==> src/rtl/perf_event_counter_bank.sv <==
// Bank of per-event performance counters with atomic snapshot-and-clear over valid/ready.
// Optional sticky overflow flags are built when PERF_COUNTER_OVERFLOW_FLAGS_EN is defined.

module perf_event_counter_lane #(
  parameter int COUNTER_WIDTH = 7,
  parameter int INC_WIDTH     = 1
) (
  input  logic                     clk,
  input  logic                     rst,
  input  logic                     cnt_en,
  input  logic [INC_WIDTH-1:0]     inc_raw,
  input  logic                     sat_mode,
  input  logic                     accept,
  output logic [COUNTER_WIDTH-1:0] cnt_q,
  output logic [COUNTER_WIDTH-1:0] snap_q
`ifdef PERF_COUNTER_OVERFLOW_FLAGS_EN
  , output logic                   ovf_q,
  output logic                     snap_ovf_q
`endif
);
  localparam int W = COUNTER_WIDTH;

  logic [W-1:0] inc;
  logic [W:0]   sum;
  logic [W-1:0] nxt;
  logic [W-1:0] cnt_d;
  logic [W-1:0] snap_d;

  always_comb begin
    inc    = cnt_en ? W'(inc_raw) : '0;
    sum    = {1'b0, cnt_q} + {1'b0, inc};
    nxt    = (sat_mode && sum[W]) ? {W{1'b1}} : sum[W-1:0];
    // On accept the pre-increment count leaves with the snapshot and this cycle's
    // increment opens the new interval, so nothing is lost or counted twice.
    cnt_d  = accept ? inc : nxt;
    snap_d = accept ? cnt_q : snap_q;
  end

`ifdef PERF_COUNTER_OVERFLOW_FLAGS_EN
  logic ovf_d;
  logic snap_ovf_d;
  always_comb begin
    ovf_d      = sum[W] | (ovf_q & ~accept);
    snap_ovf_d = accept ? ovf_q : snap_ovf_q;
  end
`endif

  always_ff @(posedge clk) begin
    if (rst) begin
      cnt_q      <= '0;
      snap_q     <= '0;
`ifdef PERF_COUNTER_OVERFLOW_FLAGS_EN
      ovf_q      <= 1'b0;
      snap_ovf_q <= 1'b0;
`endif
    end else begin
      cnt_q      <= cnt_d;
      snap_q     <= snap_d;
`ifdef PERF_COUNTER_OVERFLOW_FLAGS_EN
      ovf_q      <= ovf_d;
      snap_ovf_q <= snap_ovf_d;
`endif
    end
  end
endmodule

module perf_event_counter_bank #(
  parameter int N_EVENTS      = 115,
  parameter int COUNTER_WIDTH = 7,
  parameter int INC_WIDTH     = 1,
  parameter int SEQ_WIDTH     = 8
) (
  input  logic                              clk,
  input  logic                              rst,
  input  logic                              en,
  input  logic [N_EVENTS-1:0]               event_mask,
  input  logic [N_EVENTS*INC_WIDTH-1:0]     events,
  input  logic                              sat_mode,
  input  logic                              snap_req,
  input  logic                              snap_ready,
  output logic                              snap_valid,
  output logic [N_EVENTS*COUNTER_WIDTH-1:0] snap_counters,
  output logic [SEQ_WIDTH-1:0]              snap_seq,
  output logic                              snap_dropped,
  output logic [N_EVENTS*COUNTER_WIDTH-1:0] live_counters
`ifdef PERF_COUNTER_OVERFLOW_FLAGS_EN
  , output logic [N_EVENTS-1:0]             overflow,
  output logic [N_EVENTS-1:0]               snap_overflow
`endif
);
  localparam int N = N_EVENTS;
  localparam int W = COUNTER_WIDTH;

  logic [N-1:0][W-1:0]         cnt;
  logic [N-1:0][W-1:0]         snap;
  logic [N-1:0][INC_WIDTH-1:0] ev;

  logic                 accept;
  logic                 snap_valid_q, snap_valid_d;
  logic [SEQ_WIDTH-1:0] snap_seq_q, snap_seq_d;
  logic                 snap_dropped_q, snap_dropped_d;

  assign ev = events;

  always_comb begin
    accept         = snap_req & (~snap_valid_q | snap_ready);
    snap_dropped_d = snap_req & ~accept;
    snap_seq_d     = accept ? snap_seq_q + 1'b1 : snap_seq_q;
    snap_valid_d   = snap_valid_q;
    if (accept)          snap_valid_d = 1'b1;
    else if (snap_ready) snap_valid_d = 1'b0;
  end

  always_ff @(posedge clk) begin
    if (rst) begin
      snap_valid_q   <= 1'b0;
      snap_seq_q     <= '0;
      snap_dropped_q <= 1'b0;
    end else begin
      snap_valid_q   <= snap_valid_d;
      snap_seq_q     <= snap_seq_d;
      snap_dropped_q <= snap_dropped_d;
    end
  end

  for (genvar i = 0; i < N; i++) begin : g_lane
    perf_event_counter_lane #(
      .COUNTER_WIDTH(W),
      .INC_WIDTH    (INC_WIDTH)
    ) u_lane (
      .clk       (clk),
      .rst       (rst),
      .cnt_en    (en & event_mask[i]),
      .inc_raw   (ev[i]),
      .sat_mode  (sat_mode),
      .accept    (accept),
      .cnt_q     (cnt[i]),
      .snap_q    (snap[i])
`ifdef PERF_COUNTER_OVERFLOW_FLAGS_EN
      , .ovf_q   (overflow[i]),
      .snap_ovf_q(snap_overflow[i])
`endif
    );
  end

  assign live_counters = cnt;
  assign snap_counters = snap;
  assign snap_valid    = snap_valid_q;
  assign snap_seq      = snap_seq_q;
  assign snap_dropped  = snap_dropped_q;
endmodule
==> config.mk <==
export PLATFORM = sky130hd
export DESIGN_NAME = perf_event_counter_bank
export DESIGN_NICKNAME = d
export VERILOG_FILES = /design/src/rtl/perf_event_counter_bank.sv
export SDC_FILE = /design/constraint.sdc
export NUM_CORES = 2
export LEC_CHECK = 0
export BUFFER_PORTS_ARGS = -buffer_cell sky130_fd_sc_hd__buf_2
export CAP_MARGIN = 30
export CORE_AREA = 2 2 718 720
export CTS_BUF_LIST = sky130_fd_sc_hd__clkbuf_4
export CTS_CLUSTER_DIAMETER = 80
export CTS_CLUSTER_SIZE = 30
export DETAILED_ROUTE_END_ITERATION = 10
export DIE_AREA = 0 0 720 722
export SLEW_MARGIN = 15
export SYNTH_ARGS = -nofsm -noshare
export SYNTH_HDL_FRONTEND = slang
export SYNTH_SLANG_ARGS = --single-unit
==> constraint.sdc <==
create_clock -name clk -period 5.5 [get_ports clk]
set_clock_uncertainty 0.15 [all_clocks]
set_input_delay 0.55 -clock clk [delete_from_list [all_inputs] [get_ports clk]]
set_output_delay 0.55 -clock clk [all_outputs]
set_load 0.05 [all_outputs]
After elaboration in Yosys (flattened, before gate mapping)

Cells that the tools add are included.

Flip-flop bits (word level): 1620
Bits in latches: 0
Bits in writable memories: 0
Bits in read-only memories: 0
Input port bits: 236
Output and inout port bits: 1620
Word-level logic and storage cells: 932
Memories: 0

$add $sub $neg: 116
$mul: 0
Div/mod/pow operators: 0
Magnitude comparators: 0
Eq/ne operators: 0
Shifts and indexed selects: 0
Mux-type cells: 347
Bitwise gates (word level): 120
Reduce and logical (&&, ||, !) cells: 116

Operator list:

| kind                | number |
|---|---|
| $mux 7              | 230 |
| $add 7x7->8         | 115 |
| $and 1x1->1         | 117 |
| $mux 1              | 117 |
| $logic_and 1x1->1   | 115 |
| $add 8x1->8 const B | 1 |
| $not 1->1           | 2 |
| $reduce_bool 2->1   | 1 |
| $or 1x1->1          | 1 |

Longest topological paths before layout

Word-level depth: 6
Gate-level depth with buffers: 8
Depth with buffers taken out: 6

Modules after synthesis

Synthesis repeated with hierarchy kept, for this count alone.

Cell total of the unflattened synthesis: 7191
Area total of the unflattened synthesis: 71549.9 µm²

By module, submodules not included:

| module                  | instances | cells each | area each (µm²) |
|---|---|---|---|
| perf_event_counter_lane | 115       | 61         | 611.8 |
| perf_event_counter_bank | 1         | 176        | 1188.6 |

Worst setup path before layout

OpenSTA, ideal clock, no wires.

Kind: input to register
Start point: in en
End point: reg g_lane[79].u_lane.cnt_q[6]
Data arrival time: 2087 ps
Slack: 3131 ps
Cell stages on the path: 8
Path buffers: 2
Cells stage by stage: clkbuf_1 clkbuf_1 and3_1 ha_1 ha_1 nand4_1 a2111oi_0 nor3b_1

Word-level cells in the longest chain between the ends: 6

RTL lines:

| element                | RTL line | source |
|---|---|---|
| start: declaration     | 75       | `input logic en,` |
| $and 1x1->1 (*)        | 133      | `.cnt_en (en & event_mask[i]),` |
| $mux 1 (*)             | 30       | `inc = cnt_en ? W'(inc_raw) : '0;` |
| $add 7x7->8 (*)        | 31       | `sum = {1'b0, cnt_q} + {1'b0, inc};` |
| $logic_and 1x1->1      | 32       | `nxt = (sat_mode && sum[W]) ? {W{1'b1}} : sum[W-1:0];` |
| $mux 7 (*)             | 32       |  |
| $mux 7 (*)             | 35       | `cnt_d = accept ? inc : nxt;` |
| end signal: assignment | 57       | `cnt_q <= cnt_d;` |
| end: declaration       | 14       | `output logic [COUNTER_WIDTH-1:0] cnt_q,` |

Every way passes the cells marked *; elsewhere a longest branch is shown, timed or not.
A chain may end at the register's enable or synchronous reset.

Final worst setup path

Start point: in snap_req
End point: reg g_lane[20].u_lane.cnt_q[0]

Word-level cells in the longest chain between the ends: 2

RTL lines:

| element                | RTL line | source |
|---|---|---|
| start: declaration     | 79       | `input logic snap_req,` |
| $and 1x1->1            | 106      | `accept = snap_req & (~snap_valid_q \| snap_ready);` |
| $mux 7                 | 35       |  |
| end signal: assignment | 57       |  |
| end: declaration       | 14       |  |

Every way passes these cells.

==> flow_summary.json <==
{
  "status": "completed",
  "drcViolationCount": 0,
  "via_count": 76520,
  "hold_path_depth": 6,
  "synth_edf_count": 0,
  "setup-tns-final_ns": 0,
  "cts_sinks": 1620,
  "layout_commonest_cell": "buf_2",
  "maxSlewHeadroom_pct": 21.88,
  "post_drt_wl_per_cell_um": 27.95,
  "routed_wl_mm": 473.4,
  "drive_gt1_share_pct": 22.15,
  "tritoncts": "yes",
  "cts_max_level": 3,
  "ys_warn_count": 0,
  "place_hpwl_mm": 372.7,
  "hold_violations": 0,
  "gr-usage-all-layers_pct": 17.11,
  "fp.dieW_um": 720,
  "cap_violations": 0,
  "ys_seq_elements": 1620,
  "vias_per_cell": 4.518,
  "leakage_uw": 0.03652,
  "cts_made_buffers": 118,
  "drt_iter0_markers": 8416,
  "grt_pass1_wl_mm": 622.5,
  "reg2reg_depth": 7,
  "irDropWorstVdd_v": 0.0001944,
  "clkSlewWorstSetupHoldPaths_ns": 0.32,
  "start_util_pct": 13.58,
  "worstPathCellList": "dlygate4sd3_1 -> dlygate4sd3_1 -> buf_8 -> inv_8 -> buf_12 -> buf_4 -> nor3_1 -> dlygate4sd3_1 -> a211oi_1 -> dlygate4sd3_1",
  "min_period_ns": 3.722,
  "yosysSeqAreaShare_pct": 46.69,
  "critPathSlowestCell": "dlygate4sd3_1",
  "setup_violations": 0,
  "final_nets": 10527,
  "fin_util_pct": 18.38,
  "antenna_found_initial": 43,
  "clock.fmax_mhz": 268.7,
  "syn_area_um2": 69460,
  "post-route-period-util_pct": 67.66,
  "cp-end-kind": "register",
  "critPathKind": "primary input to register",
  "synth_top_area_share_pct": 46.69,
  "worstSkewPairLatency_ns": 1.42,
  "layout_common_cells": "1851 x buf_2, 1620 x dfxtp_1, 1315 x a21oi_1",
  "core_area_um2": 511700,
  "cp-start-kind": "primary input",
  "ys.flop_type": "dfxtp_1",
  "power_density_nw_per_um2": 230.8,
  "cp.arrival_ns": 4.88,
  "syn_avg_cell_area_um2": 8.541,
  "overflow": 0,
  "synthToLayoutAreaGrowth_pct": 35.37,
  "synth.distinct_cells": 42,
  "yosysTopAreaCell": "dfxtp_1",
  "syn_inst": 8133,
  "row_count": 263,
  "worst_pin_slew_ns": 1.172,
  "crit_required_ns": 6.65,
  "grt_max_degree": 185,
  "p_total_uw": 21700,
  "crit_top_cell": "dlygate4sd3_1",
  "dr.pass1.iters": 6,
  "final_max_slew_viol_count": 0,
  "placement.io_buffers": 1855,
  "dieArea_um2": 519800,
  "critical_path_peak_fanout": 60,
  "synthTopCellsByArea": "dfxtp_1 47%, a21oi_1 9.5%, nand3_1 7.1%",
  "io_pins": 1856,
  "cts_root_buffer": "clkbuf_4",
  "clock_path_buffers": 4,
  "post_cts_buffers": 0,
  "first_global_vias": 68588,
  "rsz0062_at_grt": "no",
  "hold_path_class": "primary input to register",
  "slowest_delay_ns": 0.61,
  "synth_fp_nets": 8600,
  "place.gp.congestion": 1.075,
  "ys_async_sr_fraction_pct": 0,
  "die_h_um": 722,
  "ant_nets": 0
}
report_power, final:
part / leakage [µW] / internal [µW] / switching, µW
logic: 0.0222 / 703 / 1700
registers: 0.0131 / 11900 / 143
clock network: 0.00123 / 1970 / 5310
what timing repair did:
| action | 4_1_cts | 5_1_grt |
|---|---|---|
| hold endpoints to repair | 1616 | 0 |
| gates resized for setup | 0 | 0 |
| hold buffers | 592 | 0 |
| setup endpoints to repair | 0 | 0 |
final cells by class:
cell class | count | area, µm²
clock buffer | 123 | 923.4
timing repair buffer | 2574 | 16670
sequential | 1620 | 32430
inverter | 129 | 491.7
fill | 57615 | 417700
tap | 6757 | 8454
multi-input combinational | 5617 | 33470
clock inverter | 95 | 1529
antenna | 22 | 55.05
synth_stat cells (64+ instances only):
library cell / number
nand3_1: 982
o21ai_0: 831
and4_1: 129
a311oi_1: 73
a21oi_1: 1315
ha_1: 231
inv_1: 128
nor2_1: 100
nand2_1: 147
xnor2_1: 140
and3_1: 328
clkbuf_1: 544
nor3_1: 288
nand4_1: 189
a211oi_1: 283
a31oi_1: 209
a21boi_0: 73
dfxtp_1: 1620
buf_2: 154
buf_1: 64
critical path, delay by kind of cell:
kind	cells	cell delay, ns
buf+inv	8	3.72
compound gates	1	0.20
simple gates	1	0.11
path summary, 6_finish.rpt:
check                             start                           to  slack [ns]
max                            snap_req   g_lane[20].u_lane.cnt_q[0]        1.78
min                          events[74]   g_lane[74].u_lane.cnt_q[0]        0.27
min reg2reg  g_lane[12].u_lane.cnt_q[1]  g_lane[12].u_lane.snap_q[1]        0.31
max reg2reg                  snap_valid   g_lane[27].u_lane.cnt_q[0]        1.81
stage by stage:
stage                     hold slack [ns]  worst slack [ns]  instance area, µm²  std cells
final                              0.2696             1.778               94030      16937
after global routing               0.1087             1.765               94000      16923
after CTS                       0.0002668             1.694               93980      16915
after detailed placement           0.3136             1.934               85560      16105
after global placement             0.3078             1.963               85560      16105
after floorplan                    0.5517             3.131               69460       8133
state kept, by name (all words and copies together), names as in the netlist:
name                  cells
snap_seq                  8
g_lane.u_lane.cnt_q     805
g_lane.u_lane.snap_q    805
snap_dropped              1
snap_valid                1
per-layer routing:
metal / GRT usage (%) / share of wire [%]
met1: 19.53 / 37
met2: 25.01 / 42
met3: 9.652 / 15
met4: 9.488 / 6.8
met5: 0.2866 / 0.060
cells by family after synthesis:
kind of cell	after synthesis	share of synthesized area (%)
fa+ha+maj	231	4.161
mux	4	0.06484
xor+xnor	183	2.307
compound gates	2889	23.39
flops	1620	46.69
buf+inv	896	5.157
simple gates	2310	18.23
(Power assumes the default switching activity.)
